--- src/rtl/comp_pkg.sv ---
`default_nettype none
// ============================================================================
// Module   : comp_pkg
// Brief    : Shared types and constants for the magnitude comparator and the
//            comparison decoder that consumes its less/eql flags.
// Revision : 1.0 - initial release
// ============================================================================
package comp_pkg;

    localparam int c_def_width   = 32;
    localparam int c_def_digit_w = 4;

    typedef enum logic [1:0] {
        IDLE = 2'd0,
        RUN  = 2'd1,
        DONE = 2'd2
    } comp_state_t;

    // Decoder ctrl encodings; bit 1 is a don't-care for EQ/NE.
    localparam logic [2:0] c_ctrl_gt = 3'b000;
    localparam logic [2:0] c_ctrl_ge = 3'b001;
    localparam logic [2:0] c_ctrl_lt = 3'b010;
    localparam logic [2:0] c_ctrl_le = 3'b011;
    localparam logic [2:0] c_ctrl_eq = 3'b100;
    localparam logic [2:0] c_ctrl_ne = 3'b101;

    function automatic logic comp_decode(input logic [2:0] ctrl,
                                         input logic       less,
                                         input logic       eql);
        logic r;
        r = 1'b0;
        if (ctrl[2]) begin
            r = ctrl[0] ? ~eql : eql;
        end else begin
            case (ctrl[1:0])
                2'b00:   r = ~less & ~eql;
                2'b01:   r = ~less;
                2'b10:   r = less;
                default: r = less | eql;
            endcase
        end
        return r;
    endfunction

endpackage
`default_nettype wire

--- src/rtl/comp_enc_if.sv ---
`default_nettype none
// ============================================================================
// Module   : comp_enc_if
// Brief    : Start/busy/done handshake plus operand and flag bundle.
// Revision : 1.0 - initial release
// ============================================================================
interface comp_enc_if #(
    parameter int WIDTH = 32
);
    logic             start;
    logic             signed_op;
    logic [WIDTH-1:0] a;
    logic [WIDTH-1:0] b;
    logic             busy;
    logic             done;
    logic             less_out;
    logic             eql_out;

    modport master (
        output start, signed_op, a, b,
        input  busy, done, less_out, eql_out
    );

    modport slave (
        input  start, signed_op, a, b,
        output busy, done, less_out, eql_out
    );
endinterface
`default_nettype wire

--- src/rtl/comp_digit.sv ---
`default_nettype none
// ============================================================================
// Module   : comp_digit
// Brief    : Combinational unsigned compare of one DIGIT_W-bit digit pair.
// Revision : 1.0 - initial release
// ============================================================================
module comp_digit #(
    parameter int DIGIT_W = 4
) (
    input  wire logic [DIGIT_W-1:0] i_a,
    input  wire logic [DIGIT_W-1:0] i_b,
    output logic                    o_lt,
    output logic                    o_eq
);
    assign o_lt = (i_a < i_b);
    assign o_eq = (i_a == i_b);
endmodule
`default_nettype wire

--- src/rtl/comp_enc.sv ---
`default_nettype none
// ============================================================================
// Module   : comp_enc
// Brief    : Digit-serial MSB-first magnitude comparator, signed or unsigned,
//            producing registered less/eql flags with start/busy/done handshake.
// Revision : 1.0 - initial release
// ============================================================================
module comp_enc
    import comp_pkg::*;
#(
    parameter int WIDTH   = c_def_width,
    parameter int DIGIT_W = c_def_digit_w
) (
    input  wire logic clk,
    input  wire logic rst,
    comp_enc_if.slave bus
);
    localparam int N     = WIDTH / DIGIT_W;
    localparam int CNT_W = (N > 1) ? $clog2(N) : 1;

    // Flipping the sign bit maps two's-complement order onto unsigned order.
    localparam logic [WIDTH-1:0] c_sign_mask = {1'b1, {(WIDTH-1){1'b0}}};

    comp_state_t       r_state;
    comp_state_t       w_state_next;
    logic [WIDTH-1:0]  r_sa;
    logic [WIDTH-1:0]  r_sb;
    logic [CNT_W-1:0]  r_cnt;
    logic              r_decided;
    logic              r_lt;
    logic              r_less;
    logic              r_eql;

    logic [WIDTH-1:0]  w_flip;
    logic              w_accept;
    logic              w_last;
    logic              w_dig_lt;
    logic              w_dig_eq;
    logic              w_decided_new;
    logic              w_lt_new;

    assign w_accept = bus.start && (r_state != RUN);
    assign w_last   = (r_state == RUN) && (r_cnt == CNT_W'(N - 1));
    assign w_flip   = bus.signed_op ? c_sign_mask : '0;

    comp_digit #(
        .DIGIT_W (DIGIT_W)
    ) u_digit (
        .i_a  (r_sa[WIDTH-1 -: DIGIT_W]),
        .i_b  (r_sb[WIDTH-1 -: DIGIT_W]),
        .o_lt (w_dig_lt),
        .o_eq (w_dig_eq)
    );

    // The first differing digit decides; later digits are ignored.
    assign w_decided_new = r_decided | ~w_dig_eq;
    assign w_lt_new      = r_decided ? r_lt : w_dig_lt;

    always_ff @(posedge clk or posedge rst) begin
        if (rst) begin
            r_state <= IDLE;
        end else begin
            r_state <= w_state_next;
        end
    end

    always_comb begin
        w_state_next = r_state;
        case (r_state)
            IDLE:    if (bus.start) w_state_next = RUN;
            RUN:     if (w_last)    w_state_next = DONE;
            DONE:    w_state_next = bus.start ? RUN : IDLE;
            default: w_state_next = IDLE;
        endcase
    end

    always_ff @(posedge clk or posedge rst) begin
        if (rst) begin
            r_sa      <= '0;
            r_sb      <= '0;
            r_cnt     <= '0;
            r_decided <= 1'b0;
            r_lt      <= 1'b0;
            r_less    <= 1'b0;
            r_eql     <= 1'b0;
        end else if (w_accept) begin
            r_sa      <= bus.a ^ w_flip;
            r_sb      <= bus.b ^ w_flip;
            r_cnt     <= '0;
            r_decided <= 1'b0;
            r_lt      <= 1'b0;
        end else if (r_state == RUN) begin
            r_sa      <= r_sa << DIGIT_W;
            r_sb      <= r_sb << DIGIT_W;
            r_cnt     <= r_cnt + CNT_W'(1);
            r_decided <= w_decided_new;
            r_lt      <= w_lt_new;
            if (w_last) begin
                r_less <= w_decided_new ? w_lt_new : 1'b0;
                r_eql  <= ~w_decided_new;
            end
        end
    end

    assign bus.busy     = (r_state == RUN);
    assign bus.done     = (r_state == DONE);
    assign bus.less_out = r_less;
    assign bus.eql_out  = r_eql;

endmodule
`default_nettype wire

--- src/flat_wrapper.sv ---
// flat-port wrapper written by rule: the top's interface ports become plain ports
module comp_enc_flat import comp_pkg::*;
#(
    parameter int WIDTH   = c_def_width,
    parameter int DIGIT_W = c_def_digit_w
)
  (clk, rst, bus_start, bus_signed_op, bus_a, bus_b, bus_busy, bus_done, bus_less_out, bus_eql_out);
  comp_enc_if #(.WIDTH(WIDTH)) bus_i ();
  input  wire logic clk;
  input  wire logic rst;
  input wire logic [$bits(bus_i.start)-1:0] bus_start;
  input wire logic [$bits(bus_i.signed_op)-1:0] bus_signed_op;
  input wire logic [$bits(bus_i.a)-1:0] bus_a;
  input wire logic [$bits(bus_i.b)-1:0] bus_b;
  output wire logic [$bits(bus_i.busy)-1:0] bus_busy;
  output wire logic [$bits(bus_i.done)-1:0] bus_done;
  output wire logic [$bits(bus_i.less_out)-1:0] bus_less_out;
  output wire logic [$bits(bus_i.eql_out)-1:0] bus_eql_out;
  assign bus_i.start = bus_start;
  assign bus_i.signed_op = bus_signed_op;
  assign bus_i.a = bus_a;
  assign bus_i.b = bus_b;
  assign bus_busy = bus_i.busy;
  assign bus_done = bus_i.done;
  assign bus_less_out = bus_i.less_out;
  assign bus_eql_out = bus_i.eql_out;
  comp_enc #(.WIDTH(WIDTH), .DIGIT_W(DIGIT_W)) u_core (.clk(clk), .rst(rst), .bus(bus_i));
endmodule
--- config.mk ---
export PLATFORM = sky130hd
export DESIGN_NAME = comp_enc_flat
export DESIGN_NICKNAME = d
export VERILOG_FILES = /design/src/rtl/comp_pkg.sv /design/src/rtl/comp_enc_if.sv /design/src/rtl/comp_digit.sv /design/src/rtl/comp_enc.sv /design/src/flat_wrapper.sv
export SDC_FILE = /design/constraint.sdc
export NUM_CORES = 1
export LEC_CHECK = 0
export CAP_MARGIN = 5
export CORE_MARGIN = 5
export CORE_UTILIZATION = 53
export CTS_BUF_LIST = sky130_fd_sc_hd__clkbuf_4 sky130_fd_sc_hd__clkbuf_8
export CTS_CLUSTER_DIAMETER = 100
export CTS_CLUSTER_SIZE = 8
export DETAILED_ROUTE_END_ITERATION = 8
export GPL_ROUTABILITY_DRIVEN = 0
export PLACE_DENSITY = 0.9
export SYNTH_ARGS = -nofsm -noshare
export SYNTH_HDL_FRONTEND = slang
export SYNTH_SLANG_ARGS = --single-unit
--- constraint.sdc ---
create_clock -name clk -period 2.7 [get_ports clk]
set_input_delay 0.27 -clock clk [delete_from_list [all_inputs] [get_ports clk]]
set_output_delay 0.27 -clock clk [all_outputs]
set_load 0.01 [all_outputs]
==> results by group <==
Clock tree
  • Clk buf depth: 2
  • Clk sinks: 73
  • CTS tree: done
  • Post_cts resized: 0
  • Depth of the CTS H-tree: 3
  • Cts hold-fix bufs: 0
  • Root Driver: clkbuf_8
  • Clk_lat worst skew: approximately 0.33 ns
  • Worst-path clk slew: roughly 0.080 ns
  • Num CTS Buffers: 9
  • Post-CTS setup buffers: 0

Setup path
  • CP Depth: 3
  • Worst setup SP type: register
  • CP Capture Type: output port
  • CP max-delay cell: clkdlybuf4s50_1
  • Req. time, crit path: ~2.4 ns
  • End of the critical path: bus_busy
  • CP max FO: between 60 and 70
  • Worst R2R Setup Slack: about 0.8 ns
  • Crit path DAT: about 2 ns
  • Worst path cell trace: nand2b_1, inv_8, clkdlybuf4s50_1
  • Delay-heaviest family, CP: buffers and inverters
  • Max incr delay on CP: 0.61 ns
  • Kind of critical path: reg2out
  • RR Startpoint: u_core.r_state[1]$_DFFE_PP0P_
  • CP startpoint: u_core.r_state[1]$_DFFE_PP0P_
  • Worst r2r dst: u_core.r_sa[21]$_DFFE_PP0P_
  • Worst reg-to-reg path cell count: 4
  • Buf/Inv on CP: 2

Logic synthesis
  • Ys flop type: dfrtp_1
  • Xor and xnor area share after synthesis: 0.502%
  • Post-synthesis mux area share: a little under a fifth
  • Ys async rst share: 100%
  • Simple-gate share of the synthesized area: roughly a tenth
  • Number of synthesized flops with an enable pin: 0
  • Avg Inst Size Synth: between 10 and 15 µm²
  • Post-synth top area cell: dfrtp_1
  • Largest family of logic cells by synthesized area: multiplexers
  • Seq/Total Area, Yosys: about 52%
  • Mapped Area: 3490 µm²
  • Net count after synthesis: between 300 and 400
  • Top cells by area, synth: dfrtp_1 (52%), mux2i_1 (18%), nand2_1 (6.8%)
  • Synth Instances: 324
  • Synth cell count leaders: dfrtp_1 (73), nand2_1 (63), mux2i_1 (62)
  • Synth Register Bits: 73
  • Post-synth cell types: 29
  • Adder-cell share of the synthesized area: 2.15%
  • Synth Area in Compound Gates: 10.4%
  • Cell with the most instances after synthesis: dfrtp_1
  • Warnings from Yosys: 0
  • Share of the synthesized area in the top cell type: between 50% and 60%

Detailed routing
  • ANT nets after route: 0
  • Drt first-iter violations: about 110
  • Routed WL: around 6900 µm
  • Pre-antenna DRT Iters: 4
  • Via count: roughly 2500
  • DR WL/cell: ~15 µm
  • Via density: about 5.3
  • # DRC: 0

Timing
  • Max-slew headroom: a little under three fifths
  • Final Max Tran Viols: 0
  • Final hold viol count: 0
  • Clock skew: approximately 0.0095 ns
  • Setup TNS: 0 ns
  • Peak Freq: between 400 and 500 MHz
  • RSZ-0062 raised after global routing: false
  • Final setup margin: 0.423 ns
  • Final setup violation count: 0
  • Worst Tran Pin Value: ~0.64 ns
  • Part of the cycle the worst path needs: roughly 84%
  • Post-route minimum period: approximately 2.3 ns

GRT
  • Total gr overflow: 0
  • First-pass GRT wire length: ~12000 µm
  • Initial antenna violation count: 0
  • Vias in the first global route: ~2500
  • Tot GR Track Use: ~17%
  • Largest net degree at the start of global routing: 68

Place
  • Dpl ws: around 0.8 ns
  • Cells after DPL: 454
  • DP HPWL: 4870 µm
  • Port Buffers: just over 70

Pwr
  • Max rail drop VDD: ~500 µV
  • Cell leakage power: slightly above 2 nW
  • P per Cell Area: 902 nW/µm²

Floorplan
  • Num rows: 29
  • Die Span Y: ~91 µm
  • Horiz. Die Dim: 91.1 µm
  • Core footprint: between 6000 and 7000 µm²
  • Initial core utilization: a little over half
  • # IOs: 72
  • Total Die Area: 8300 µm²

Min path
  • Worst min-delay path class: in2async

Finish
  • Non-filler cells, final: 470
  • Inserted Diodes: 0
  • Synth-to-Final Area Change: 24.8%
  • Fin nets: ~460
  • Layout cells sized above 1: ~7.4%

Job
  • Max cap viols: 0

Status
  • Status: finished, final reports clean
-- cell type report --
| type | count | area, µm² |
|---|---|---|
| Clock buffer | 10 | 131 |
| Multi-Input combinational cell | 221 | 1420 |
| Fill cell | 482 | 2030 |
| Sequential cell | 73 | 1830 |
| Clock inverter | 6 | 82.6 |
| Tap cell | 77 | 96.3 |
| Timing Repair Buffer | 74 | 756 |
| Inverter | 9 | 41.3 |
-- cell families after synthesis --
| kind of cell | count (synthesis) |
|---|---|
| mux | 63 |
| compound gates | 68 |
| fa+ha+maj | 6 |
| buf+inv | 30 |
| simple gates | 82 |
| xor+xnor | 2 |
| flops | 73 |
-- worst min-delay path by stage --
stage,to
after floorplan,u_core.r_sa[0]$_DFFE_PP0P_
after global placement,u_core.r_sa[20]$_DFFE_PP0P_
after detailed placement,u_core.r_sa[10]$_DFFE_PP0P_
after CTS,u_core.r_sa[14]$_DFFE_PP0P_
after global routing,u_core.r_sa[9]$_DFFE_PP0P_
final,u_core.r_sa[9]$_DFFE_PP0P_
-- sequential cells by signal, indices dropped and copies added (netlist names) --
register             cells
u_core.bus.eql_out       1
u_core.bus.less_out      1
u_core.r_state           2
u_core.r_decided         1
u_core.r_lt              1
u_core.r_cnt             3
u_core.r_sa             32
u_core.r_sb             32
-- cells in the final DEF, fill, tap and decap left out --
master and instances:
o21ai_2 4, o21ai_0 22, clkbuf_4 1, clkdlybuf4s50_1 70, inv_2 2, nand3_1 4, nand4_1 1, a21oi_1 3
nor2b_1 1, o21ai_1 36, nand2_1 63, a211o_1 1, clkbuf_8 9, buf_12 2, nand2_4 1, o31ai_1 1
mux2i_1 62, o22ai_1 1, clkinvlp_4 1, ha_1 6, dfrtp_1 73, inv_1 6, nor2_1 11, bufinv_16 2
clkinv_2 3, nand2b_1 1, buf_4 2, xnor2_1 2, inv_8 1, mux2_4 1
-- metrics by stage --
step           area [µm²]  hold slack, ns  total power (W)  util [%]
2_1_floorplan        3490           0.426          0.00283         -
3_3_place_gp         4140           0.454          0.00294      64.8
3_5_place_dp         4140           0.471          0.00304      64.8
4_1_cts              4350           0.357          0.00396      68.2
5_1_grt              4350           0.370          0.00425      68.2
6_report             4350           0.337          0.00393      68.2
-- layer usage --
layer  track usage (%)  up-vias  part of all wire [%]
met3              6.28       12                   7.0
met5                 0        -                     0
met2              27.0       77                    49
met1              22.6     1178                    42
met4              5.87        0                   1.7
li1                  -     1234                     -
-- power by group --
part	internal, W	switching (W)	total [W]
combinational	0.000531	0.000718	0.00125
clock	0.000526	0.000389	0.000915
sequential	0.00152	0.000244	0.00176
Note: power is estimated with default switching activity, not from simulation.
==> patch, RTL diff (config.mk and constraints unchanged) <==
The package constant `c_def_digit_w` goes from 4 to 8.
--- a/src/rtl/comp_pkg.sv
+++ b/src/rtl/comp_pkg.sv
@@ -10,3 +10,3 @@
     localparam int c_def_width   = 32;
-    localparam int c_def_digit_w = 4;
+    localparam int c_def_digit_w = 8;
 
Check against the original RTL: not equivalent (a bounded check fails within 10 cycles, from zero or initial values and one cycle with rst high).
==> patch against the unedited design <==
Sequential cell count decreased by 1; total power decreased by 0.52%; wire length grew 5.2%; worst setup slack better by 0.31 ns; area after synthesis fell by 1.6%; core utilization grew 0.70 points; global-route usage is 0.92 points higher; design area is 0.11% lower; largest cell class unchanged; largest power group unchanged.
==> patch: results <==
{
  "status": "finished clean",
  "synthAdderAreaFrac_pct": 3.28,
  "slowest_stage": "buf_4",
  "grt_pass1_vias": 2558,
  "critPathArrivalTime_ns": 2.16,
  "syn_to_final_growth_pct": 26.7,
  "fin_hold_ws_ns": 0.285,
  "synthCells": 325,
  "via_per_inst": 5.33,
  "grt_max_degree": 77,
  "clock_area_share_pct": 4.40,
  "synth_area_leaders": "dfrtp_1 (52%), mux2i_1 (18%), o21ai_0 (7.1%), nand2_1 (5.9%), ha_1 (3.3%)",
  "cts_inserted_buffers": 9,
  "grt_use_met2_pct": 30.6,
  "fin_nets": 468,
  "synth.distinct_cells": 31,
  "largest_registers": "u_core.r_sa: 32 flops, u_core.r_sb: 32 flops",
  "vias": 2521,
  "synthMuxAreaShare_pct": 18.4,
  "grtUsageTotal_pct": 18.3,
  "wirelength_um": 7270,
  "ff2ff_setup_slack_ns": 0.74,
  "multi_input_cells": 220,
  "r2r_cells": 5,
  "synth_compound_area_share_pct": 10.4,
  "num-fill-cells": 476,
  "finClkSkew_ns": 0.0113,
  "hpwlAfterDp_um": 5230,
  "place_ws_ns": 0.796,
  "nNonClkBuffers": 75,
  "clkbuf_count": 12,
  "drtIter0Drc": 165,
  "reg2reg_to": "u_core.r_sa[29]",
  "clock_sinks": 72,
  "wl_met3_um": 306,
  "ir_drop_mv": 0.602,
  "leakagePower_nw": 2.07,
  "dpl-instance-area_mm2": 0.00416,
  "max_slew_margin_pct": 54.0,
  "drive_above_1_share_pct": 7.07,
  "synth-xor-area-share_pct": 0.510
}
[patch: cell count changes after synthesis, moves of 2 or more]
cell,unedited run,this run
a21oi_1,3,5
nor2_1,11,20
nand2_1,63,54
o21ai_2,4,0
nand3_1,4,0
buf_8,5,0
clkbuf_1,0,3
buf_2,1,5
inv_1,7,13
o21ai_1,36,4
clkbuf_2,5,1
ha_1,6,9
o21ai_0,22,49
[patch: worst max path at each step]
stage | startpoint | to | slack (ns) | cells past startpoint
floorplan | rst | u_core.bus.eql_out | 0.61 | 1
global placement | u_core.r_state[1] | u_core.r_sa[30] | 0.88 | 5
detailed placement | u_core.r_state[1] | u_core.r_sa[29] | 0.80 | 5
CTS | u_core.r_state[1] | u_core.r_sa[29] | 0.75 | 5
global route | u_core.r_state[1] | u_core.r_sa[29] | 0.57 | 5
finish | u_core.r_state[1] | u_core.r_sa[29] | 0.74 | 5
[patch: where the power goes]
part           switching [W]  internal (W)
registers           0.000253       0.00150
clock network       0.000374      0.000454
logic               0.000762      0.000567
